## src/rtl/ad574_ctrl_if.sv

```systemverilog
// Command interface between the sampling sequencer (master) and ad574_ctrl (slave).
interface ad574_ctrl_if;
    logic        op_req;
    logic        op;
    logic [1:0]  addr;
    logic        busy;
    logic [11:0] rd_data;
    logic        rd_valid;
    logic        conv_done;
    logic        conv_err;

    modport master (
        output op_req, op, addr,
        input  busy, rd_data, rd_valid, conv_done, conv_err
    );

    modport slave (
        input  op_req, op, addr,
        output busy, rd_data, rd_valid, conv_done, conv_err
    );
endinterface

```

## src/rtl/ad574_ctrl.sv

```systemverilog
// AD574 pin-level bus controller: sequences CS/CE/R_C/A0/12_8, tracks STS, returns read data.
// Optional STS timeout in WAIT_STS enabled by defining AD574_STS_TIMEOUT_EN.
module ad574_ctrl #(
    parameter int unsigned T_SETUP   = 2,
    parameter int unsigned T_CE      = 4,
    parameter int unsigned T_HOLD    = 2,
    parameter int unsigned T_STS_DLY = 8,
    parameter int unsigned T_TIMEOUT = 4096
) (
    input  logic         clk,
    input  logic         rstn,
    ad574_ctrl_if.slave  bus,
    output logic         ad_cs_n,
    output logic         ad_ce,
    output logic         ad_rc,
    output logic         ad_a0,
    output logic         ad_12_8,
    input  logic         ad_sts,
    input  logic [11:0]  ad_db
);
    localparam int unsigned MAX_A = (T_SETUP > T_CE) ? T_SETUP : T_CE;
    localparam int unsigned MAX_B = (T_HOLD > T_STS_DLY) ? T_HOLD : T_STS_DLY;
    localparam int unsigned MAX_C = (MAX_A > MAX_B) ? MAX_A : MAX_B;
    localparam int unsigned MAX_P = (MAX_C > T_TIMEOUT) ? MAX_C : T_TIMEOUT;
    localparam int unsigned CW    = $clog2(MAX_P) + 1;
`ifdef AD574_STS_TIMEOUT_EN
    // Counter spans the whole timeout; STS is looked at once the delay part has elapsed.
    localparam int unsigned W_LOAD = T_TIMEOUT - 1;
    localparam int unsigned W_CHK  = T_TIMEOUT - T_STS_DLY;
`else
    localparam int unsigned W_LOAD = T_STS_DLY - 1;
`endif

    typedef enum logic [2:0] {IDLE, SETUP, PULSE, HOLD, WAIT_STS, DONE} state_t;

    state_t          r_state, w_state_nxt;
    logic [CW-1:0]   r_cnt, w_cnt_nxt;
    logic            r_op, w_op_nxt;
    logic            r_sts_m, r_sts_s;
    logic            w_sts_open;
    logic            r_busy, w_busy;
    logic [11:0]     r_rd_data, w_rd_data;
    logic            r_rd_valid, w_rd_valid;
    logic            r_conv_done, w_conv_done;
    logic            r_cs_n, w_cs_n;
    logic            r_ce, w_ce;
    logic            r_rc, w_rc;
    logic            r_a0, w_a0;
    logic            r_12_8, w_12_8;
`ifdef AD574_STS_TIMEOUT_EN
    logic            r_conv_err, w_conv_err;
    assign w_sts_open = (r_cnt <= CW'(W_CHK));
`else
    assign w_sts_open = (r_cnt == '0);
`endif

    always_comb begin
        w_state_nxt = r_state;
        w_cnt_nxt   = r_cnt;
        w_op_nxt    = r_op;
        w_busy      = r_busy;
        w_rd_data   = r_rd_data;
        w_rd_valid  = 1'b0;
        w_conv_done = 1'b0;
        w_cs_n      = r_cs_n;
        w_ce        = r_ce;
        w_rc        = r_rc;
        w_a0        = r_a0;
        w_12_8      = r_12_8;
`ifdef AD574_STS_TIMEOUT_EN
        w_conv_err  = r_conv_err;
`endif
        case (r_state)
            IDLE: begin
                if (bus.op_req) begin
                    w_op_nxt    = bus.op;
                    w_busy      = 1'b1;
                    w_cs_n      = 1'b0;
                    w_rc        = ~bus.op;
                    w_a0        = bus.addr[0];
                    w_12_8      = bus.addr[1];
                    w_cnt_nxt   = CW'(T_SETUP - 1);
                    w_state_nxt = SETUP;
                end
            end
            SETUP: begin
                if (r_cnt == '0) begin
                    w_ce        = 1'b1;
                    w_cnt_nxt   = CW'(T_CE - 1);
                    w_state_nxt = PULSE;
                end else begin
                    w_cnt_nxt = r_cnt - CW'(1);
                end
            end
            PULSE: begin
                if (r_cnt == '0) begin
                    w_ce = 1'b0;
                    if (!r_op) begin
                        w_rd_data = ad_db;
                    end
                    w_cnt_nxt   = CW'(T_HOLD - 1);
                    w_state_nxt = HOLD;
                end else begin
                    w_cnt_nxt = r_cnt - CW'(1);
                end
            end
            HOLD: begin
                if (r_cnt == '0) begin
                    w_cs_n  = 1'b1;
                    w_rc    = 1'b1;
                    w_a0    = 1'b0;
                    w_12_8  = 1'b1;
                    if (r_op) begin
                        w_cnt_nxt   = CW'(W_LOAD);
                        w_state_nxt = WAIT_STS;
                    end else begin
                        w_state_nxt = DONE;
                    end
                end else begin
                    w_cnt_nxt = r_cnt - CW'(1);
                end
            end
            WAIT_STS: begin
                if (w_sts_open && !r_sts_s) begin
                    w_state_nxt = DONE;
                end else if (r_cnt != '0) begin
                    w_cnt_nxt = r_cnt - CW'(1);
                end
`ifdef AD574_STS_TIMEOUT_EN
                else begin
                    w_conv_err  = 1'b1;
                    w_state_nxt = DONE;
                end
`endif
            end
            DONE: begin
                w_busy      = 1'b0;
                w_rd_valid  = ~r_op;
                w_conv_done = r_op;
                w_state_nxt = IDLE;
            end
            default: w_state_nxt = IDLE;
        endcase
    end

    always_ff @(posedge clk) begin
        if (!rstn) begin
            r_state     <= IDLE;
            r_cnt       <= '0;
            r_op        <= 1'b0;
            r_sts_m     <= 1'b0;
            r_sts_s     <= 1'b0;
            r_busy      <= 1'b0;
            r_rd_data   <= '0;
            r_rd_valid  <= 1'b0;
            r_conv_done <= 1'b0;
            r_cs_n      <= 1'b1;
            r_ce        <= 1'b0;
            r_rc        <= 1'b1;
            r_a0        <= 1'b0;
            r_12_8      <= 1'b1;
`ifdef AD574_STS_TIMEOUT_EN
            r_conv_err  <= 1'b0;
`endif
        end else begin
            r_state     <= w_state_nxt;
            r_cnt       <= w_cnt_nxt;
            r_op        <= w_op_nxt;
            r_sts_m     <= ad_sts;
            r_sts_s     <= r_sts_m;
            r_busy      <= w_busy;
            r_rd_data   <= w_rd_data;
            r_rd_valid  <= w_rd_valid;
            r_conv_done <= w_conv_done;
            r_cs_n      <= w_cs_n;
            r_ce        <= w_ce;
            r_rc        <= w_rc;
            r_a0        <= w_a0;
            r_12_8      <= w_12_8;
`ifdef AD574_STS_TIMEOUT_EN
            r_conv_err  <= w_conv_err;
`endif
        end
    end

    assign bus.busy      = r_busy;
    assign bus.rd_data   = r_rd_data;
    assign bus.rd_valid  = r_rd_valid;
    assign bus.conv_done = r_conv_done;
`ifdef AD574_STS_TIMEOUT_EN
    assign bus.conv_err  = r_conv_err;
`else
    assign bus.conv_err  = 1'b0;
`endif
    assign ad_cs_n = r_cs_n;
    assign ad_ce   = r_ce;
    assign ad_rc   = r_rc;
    assign ad_a0   = r_a0;
    assign ad_12_8 = r_12_8;
endmodule

```

## src/flat_wrapper.sv

```systemverilog
// flat-port wrapper written by rule: the top's interface ports become plain ports
module ad574_ctrl_flat 
#(
    parameter int unsigned T_SETUP   = 2,
    parameter int unsigned T_CE      = 4,
    parameter int unsigned T_HOLD    = 2,
    parameter int unsigned T_STS_DLY = 8,
    parameter int unsigned T_TIMEOUT = 4096
)
  (clk, rstn, ad_cs_n, ad_ce, ad_rc, ad_a0, ad_12_8, ad_sts, ad_db, bus_op_req, bus_op, bus_addr, bus_busy, bus_rd_data, bus_rd_valid, bus_conv_done, bus_conv_err);
  ad574_ctrl_if bus_i ();
  input  logic clk;
  input  logic rstn;
  output logic ad_cs_n;
  output logic ad_ce;
  output logic ad_rc;
  output logic ad_a0;
  output logic ad_12_8;
  input  logic ad_sts;
  input  logic [11:0] ad_db;
  input wire logic [$bits(bus_i.op_req)-1:0] bus_op_req;
  input wire logic [$bits(bus_i.op)-1:0] bus_op;
  input wire logic [$bits(bus_i.addr)-1:0] bus_addr;
  output wire logic [$bits(bus_i.busy)-1:0] bus_busy;
  output wire logic [$bits(bus_i.rd_data)-1:0] bus_rd_data;
  output wire logic [$bits(bus_i.rd_valid)-1:0] bus_rd_valid;
  output wire logic [$bits(bus_i.conv_done)-1:0] bus_conv_done;
  output wire logic [$bits(bus_i.conv_err)-1:0] bus_conv_err;
  assign bus_i.op_req = bus_op_req;
  assign bus_i.op = bus_op;
  assign bus_i.addr = bus_addr;
  assign bus_busy = bus_i.busy;
  assign bus_rd_data = bus_i.rd_data;
  assign bus_rd_valid = bus_i.rd_valid;
  assign bus_conv_done = bus_i.conv_done;
  assign bus_conv_err = bus_i.conv_err;
  ad574_ctrl #(.T_SETUP(T_SETUP), .T_CE(T_CE), .T_HOLD(T_HOLD), .T_STS_DLY(T_STS_DLY), .T_TIMEOUT(T_TIMEOUT)) u_core (.clk(clk), .rstn(rstn), .bus(bus_i), .ad_cs_n(ad_cs_n), .ad_ce(ad_ce), .ad_rc(ad_rc), .ad_a0(ad_a0), .ad_12_8(ad_12_8), .ad_sts(ad_sts), .ad_db(ad_db));
endmodule
```

## config.mk

```make
export PLATFORM = sky130hd
export DESIGN_NAME = ad574_ctrl_flat
export DESIGN_NICKNAME = d
export VERILOG_FILES = /design/src/rtl/ad574_ctrl_if.sv /design/src/rtl/ad574_ctrl.sv /design/src/flat_wrapper.sv
export SDC_FILE = /design/constraint.sdc
export NUM_CORES = 1
export LEC_CHECK = 0
export CAP_MARGIN = 20
export CORE_MARGIN = 3
export CORE_UTILIZATION = 49
export DETAILED_ROUTE_END_ITERATION = 12
export GPL_ROUTABILITY_DRIVEN = 0
export PLACE_DENSITY = 0.75
export SYNTH_ARGS = -nofsm -noshare
export SYNTH_HDL_FRONTEND = slang
export SYNTH_SLANG_ARGS = --single-unit
```

## constraint.sdc

```tcl
create_clock -name clk -period 3.15 [get_ports clk]
set_clock_uncertainty 0.05 [all_clocks]
set_input_delay 0.63 -clock clk [delete_from_list [all_inputs] [get_ports clk]]
set_output_delay 0.63 -clock clk [all_outputs]
set_load 0.005 [all_outputs]
```

# After elaboration in Yosys (flattened, before gate mapping)
# Cells that the tools add are included.
[op_classes]
addsub = 1
n_eq_ne = 13
muxes = 28
bitwise = 2
reduce_logical = 17
[op_table]
columns = ["cell", "n"]
rows = [
  ["2-to-1 mux 13 bit", 7],
  ["one-hot mux 13 bit (5 select lines)", 1],
  ["2-to-1 mux 3 bit", 5],
  ["one-hot mux 3 bit (5 select lines)", 1],
  ["zero test 13 bit", 1],
  ["nonzero test 13 bit", 1],
  ["subtractor 13 x 1 -> 13 bit, second input constant", 1],
  ["one-hot mux 1 bit (2 select lines)", 6],
  ["!= test 2 x 1 -> 1 bit, second input constant", 5],
  ["AND reduction 5 bit", 2],
  ["AND reduction 3 bit", 3],
  ["2-to-1 mux 1 bit", 8],
  ["== test 3 x 2 -> 1 bit, second input constant", 2],
  ["== test 3 bit, second input constant", 2],
  ["AND reduction 2 bit", 3],
  ["nonzero test 2 bit", 3],
  ["nonzero test 5 bit", 1],
  ["!= test 2 bit, second input constant", 2],
  ["== test 3 x 1 -> 1 bit, second input constant", 1],
  ["zero test 3 bit", 1],
  ["!= test 3 x 2 -> 1 bit, second input constant", 1],
  ["NOT 1 bit", 2],
  ["logical AND 1 bit", 1],
  ["zero test 1 bit", 1],
]
[totals]
register_bits = 39
in_bits = 19
output_inout_bits = 21
wordCells = 75

# Depth between registers and ports, before layout
[logic_depth]
word_depth = 4
depth_mapped = 9
mapped_depth_nobuf = 7

# Worst setup path before layout
# No wires, ideal clock.
[synth_timing]
path_type = "reg-to-reg"
startpoint = "register u_core.r_cnt[0]"
endpoint = "register u_core.r_cnt[8]"
t_arrival_ns = 2.064
required_ns = 3.029
slack_ns = 0.965
path_stages_with_launch = 8
synth_period_minus_slack_ns = 2.185
cell_sequence = "dfxtp_1 -> inv_1 -> ha_1 -> or3b_2 -> or2_2 -> or4_1 -> nor3_1 -> o21bai_1"
[synth_via]
elab_chain_cells = 4
elab_cells_between_ends = 14
[synth_rtl]
columns = ["element", "line", "text"]
rows = [
  ["start, declared", "ad574_ctrl.sv:37", "logic [CW-1:0] r_cnt, w_cnt_nxt;"],
  ["start signal, assigned", "ad574_ctrl.sv:167", "r_cnt <= w_cnt_nxt;"],
  ["subtractor 13 x 1 -> 13 bit or zero test 13 bit (tied branches)", "--", ""],
  ["2-to-1 mux 13 bit or logical AND 1 bit (tied branches)", "ad574_ctrl.sv:126, ad574_ctrl.sv:124", ""],
  ["2-to-1 mux 13 bit or != test 2 bit (tied branches)", "--", ""],
  ["one-hot mux 13 bit (5 select lines) or AND reduction 5 bit (tied branches)", "--", ""],
]
# Parallel ways exist; a longest one is shown, timed or not. The select of a mux whose other input is x is not followed.
# A chain may end at the register's enable or synchronous reset.

# Final worst setup path
[layout_timing]
startpoint = "register u_core.r_cnt[1]"
endpoint = "register u_core.r_cnt[8]"
# Same word-level chain as after synthesis.

==> results.cfg <==
[outcome]
status = finished, final reports clean

[critical_path]
r2r_slack_ps = 760
critical_path.startpoint_type = flop
path_max_fanout = 5
crit_end = u_core.r_cnt[8]$_SDFFE_PN0P_
crit_start = u_core.r_cnt[1]$_SDFFE_PN0P_
crit_required_ps = 3320
critPathKind = reg -> reg
slowest_stage = or3b_2
crit_arrival_ps = 2550
critPathCaptureType = flop
reg2reg_to = u_core.r_cnt[8]$_SDFFE_PN0P_
cp_cell_sequence = inv_1 -> ha_1 -> or3b_2 -> or2_2 -> or4_1 -> nor3_1 -> o21bai_1
r2r-start = u_core.r_cnt[1]$_SDFFE_PN0P_
max_stage_delay_ps = 510
worst-r2r-cell-count = 7

[detailed_routing]
vias = 1670
drtAntennaViolNets = 0
viasPerCell = 5.35
wl_mm = 4.05
drc = 0
first_pass_iters = 4
avgRoutedWirePerCell_um = 13.0
drt_iter0_markers = 41

[placed_design]
place_hpwl_mm = 2.94
numPortBuffers = 38
place_ws_ps = 807

[timing]
final-hold-violation-count = 0
setup_viol = 0
post-route-period-util = 0.758
fmax_mhz = 419
tns_ps = 0
holdWs_ps = 388
maxSlewViolCount = 0
rsz0062_at_grt = false
period_needed_ps = 2390
setup_slack_ps = 762

[synthesis]
async_reset_ff_frac = 0
synth-seq-cells = 39
ys_types = 44
yosysWarningCount = 0
ys_top_cells_by_area = dfxtp_1 43%, a21oi_1 8.9%, nand2_1 8.6%
avgSynthCellArea_um2 = 7.85
synthesis.nets = 250
synth-edff-count = 0
syn_area_um2 = 1800
ys.flop_type = dfxtp_1
ys_seq_area_frac = 0.435
yosys.area.top_type = dfxtp_1
syn_inst = 229
synth_top_area_share = 0.435

[pwr]
sw_frac_of_total = 0.442
combPwrFrac = 0.540
p_sw_mw = 1.02
p_int_mw = 1.28
seq_power_share = 0.319
ir_drop_mv = 0.565
powerDensity_nw_per_um2 = 1000
p_leak_nw = 0.818
p_clk_frac = 0.142

[layout]
final_layout_size_suffix_gt1_frac = 0.0789
fill_cells = 297
regMostFlops = u_core.r_cnt
multiInputGateArea_um2 = 937
fin_nets = 286
regArea_um2 = 781
largest_reg_flops = 13
final_util = 0.665
area_growth_syn_to_layout_pct = 27.4
antenna_cells = 0

[die]
io_pins = 40
dieArea_um2 = 4430
dieWidth_um = 66.6
core_area_um2 = 3440
row_count = 21
initial_utilization = 0.522
die_h_um = 66.6

[clock_tree]
cts_tree = done
root_buffer = clkbuf_8
insertion_delay_ps = 290
post_cts.repair.setup_buffers = 0
cts_max_level = 2
clkTransAtPathRegs_ps = 80
ctsResizeCount = 0
cts_buffers = 5
ctsLongestPathBuffers = 2
clkSinkCount = 39
ctsHoldBuffers = 0

[min_path]
hold_path_depth = 1
hp-class = reg -> reg

[global_routing]
antenna_found_initial = 0
grt_usage = 0.195
grt_pass1_wl_mm = 6.64
grt_max_degree = 26
grt_pass1_vias = 1515
overflow = 0

[run]
drv_cap = 0
==> cells in the final DEF (no fill, tap or decap), types with 6 or more instances in the layout <==
cell,netlist,routed
a21oi_1,32,32
nor3_1,8,8
nand3_1,6,6
dfxtp_1,39,39
o21ai_0,11,11
nor2_1,17,17
clkdlybuf4s50_1,0,38
inv_1,6,6
nand2_1,41,41
==> kinds of logic (layout without fill, tap and decap cells) <==
family | count (synthesis) | in the layout | share of synthesized area
adders and majority gates | 2 | 2 | 0.0139
buffers and inverters | 19 | 56 | 0.0439
other | 1 | 1 | 0.00209
AOI/OAI and AO/OA | 68 | 68 | 0.233
xor gates and xnor gates | 1 | 1 | 0.00488
DFF | 39 | 39 | 0.435
and+or+nand+nor | 99 | 99 | 0.267
==> worst min path at each step <==
stage	from	endpoint	slack, ps
5_1_grt	u_core.r_sts_m$_SDFF_PN0_	u_core.r_sts_s$_SDFF_PN0_	430
4_1_cts	u_core.r_sts_m$_SDFF_PN0_	u_core.r_sts_s$_SDFF_PN0_	390
6_report	u_core.r_sts_m$_SDFF_PN0_	u_core.r_sts_s$_SDFF_PN0_	390
3_5_place_dp	u_core.r_sts_m$_SDFF_PN0_	u_core.r_sts_s$_SDFF_PN0_	370
3_3_place_gp	u_core.r_sts_m$_SDFF_PN0_	u_core.r_sts_s$_SDFF_PN0_	360
2_1_floorplan	u_core.r_sts_m$_SDFF_PN0_	u_core.r_sts_s$_SDFF_PN0_	360
==> final cells by class <==
class | instances | area share
well taps | 46 | 0.0251
flip-flops and latches | 39 | 0.341
repair buffers | 41 | 0.176
inverters | 7 | 0.0115
clock inverters | 2 | 0.00546
clock buffers | 6 | 0.0317
multi-input cells | 171 | 0.409
==> per-stage QoR <==
| stage | instances | cell area (µm²) | total power [mW] |
|---|---|---|---|
| 2_1_floorplan | 229 | 1800 | 1.69 |
| 3_3_place_gp | 304 | 2200 | 1.97 |
| 3_5_place_dp | 304 | 2200 | 1.97 |
| 4_1_cts | 312 | 2290 | 2.30 |
| 5_1_grt | 312 | 2290 | 2.49 |
| 6_report | 312 | 2290 | 2.30 |
==> routing by layer <==
layer / vias to the layer above / routed length, µm / GRT usage
li1: 873 / - / -
met1: 749 / 1870 / 0.226
met2: 43 / 1870 / 0.334
met3: 5 / 258 / 0.0658
met4: 0 / 46 / 0.0609
met5: - / 0 / 0
==> synth_stat cells, types with 2 or more instances <==
library cell,n
inv_1,6
ha_1,2
and2_1,3
nor4_1,2
buf_2,3
dfxtp_1,39
or2_2,4
and3_1,2
a31oi_1,5
o21a_1,2
nand3_1,6
clkbuf_1,8
a21oi_1,32
o21ai_1,3
nor2b_1,2
nor2_1,17
or4_1,3
nor3_1,8
nand2_1,41
or3_1,4
o21bai_1,3
o21ai_0,11
nand2b_1,2
==> critical path, delay by kind of cell (launching register included) <==
kind / cells / cell delay (ps)
and+or+nand+nor: 4 / 1480
DFF: 1 / 330
buffers and inverters: 1 / 110
adders and majority gates: 1 / 220
AOI/OAI and AO/OA: 1 / 130
==> power by group through the flow <==
stage	logic, mW	registers, mW	clock network [mW]
floorplan	0.992	0.695	0
global placement	1.23	0.739	0
detailed placement	1.23	0.738	0
CTS	1.24	0.730	0.329
global route	1.38	0.756	0.349
finish	1.24	0.733	0.326
(Power assumes the default switching activity.)
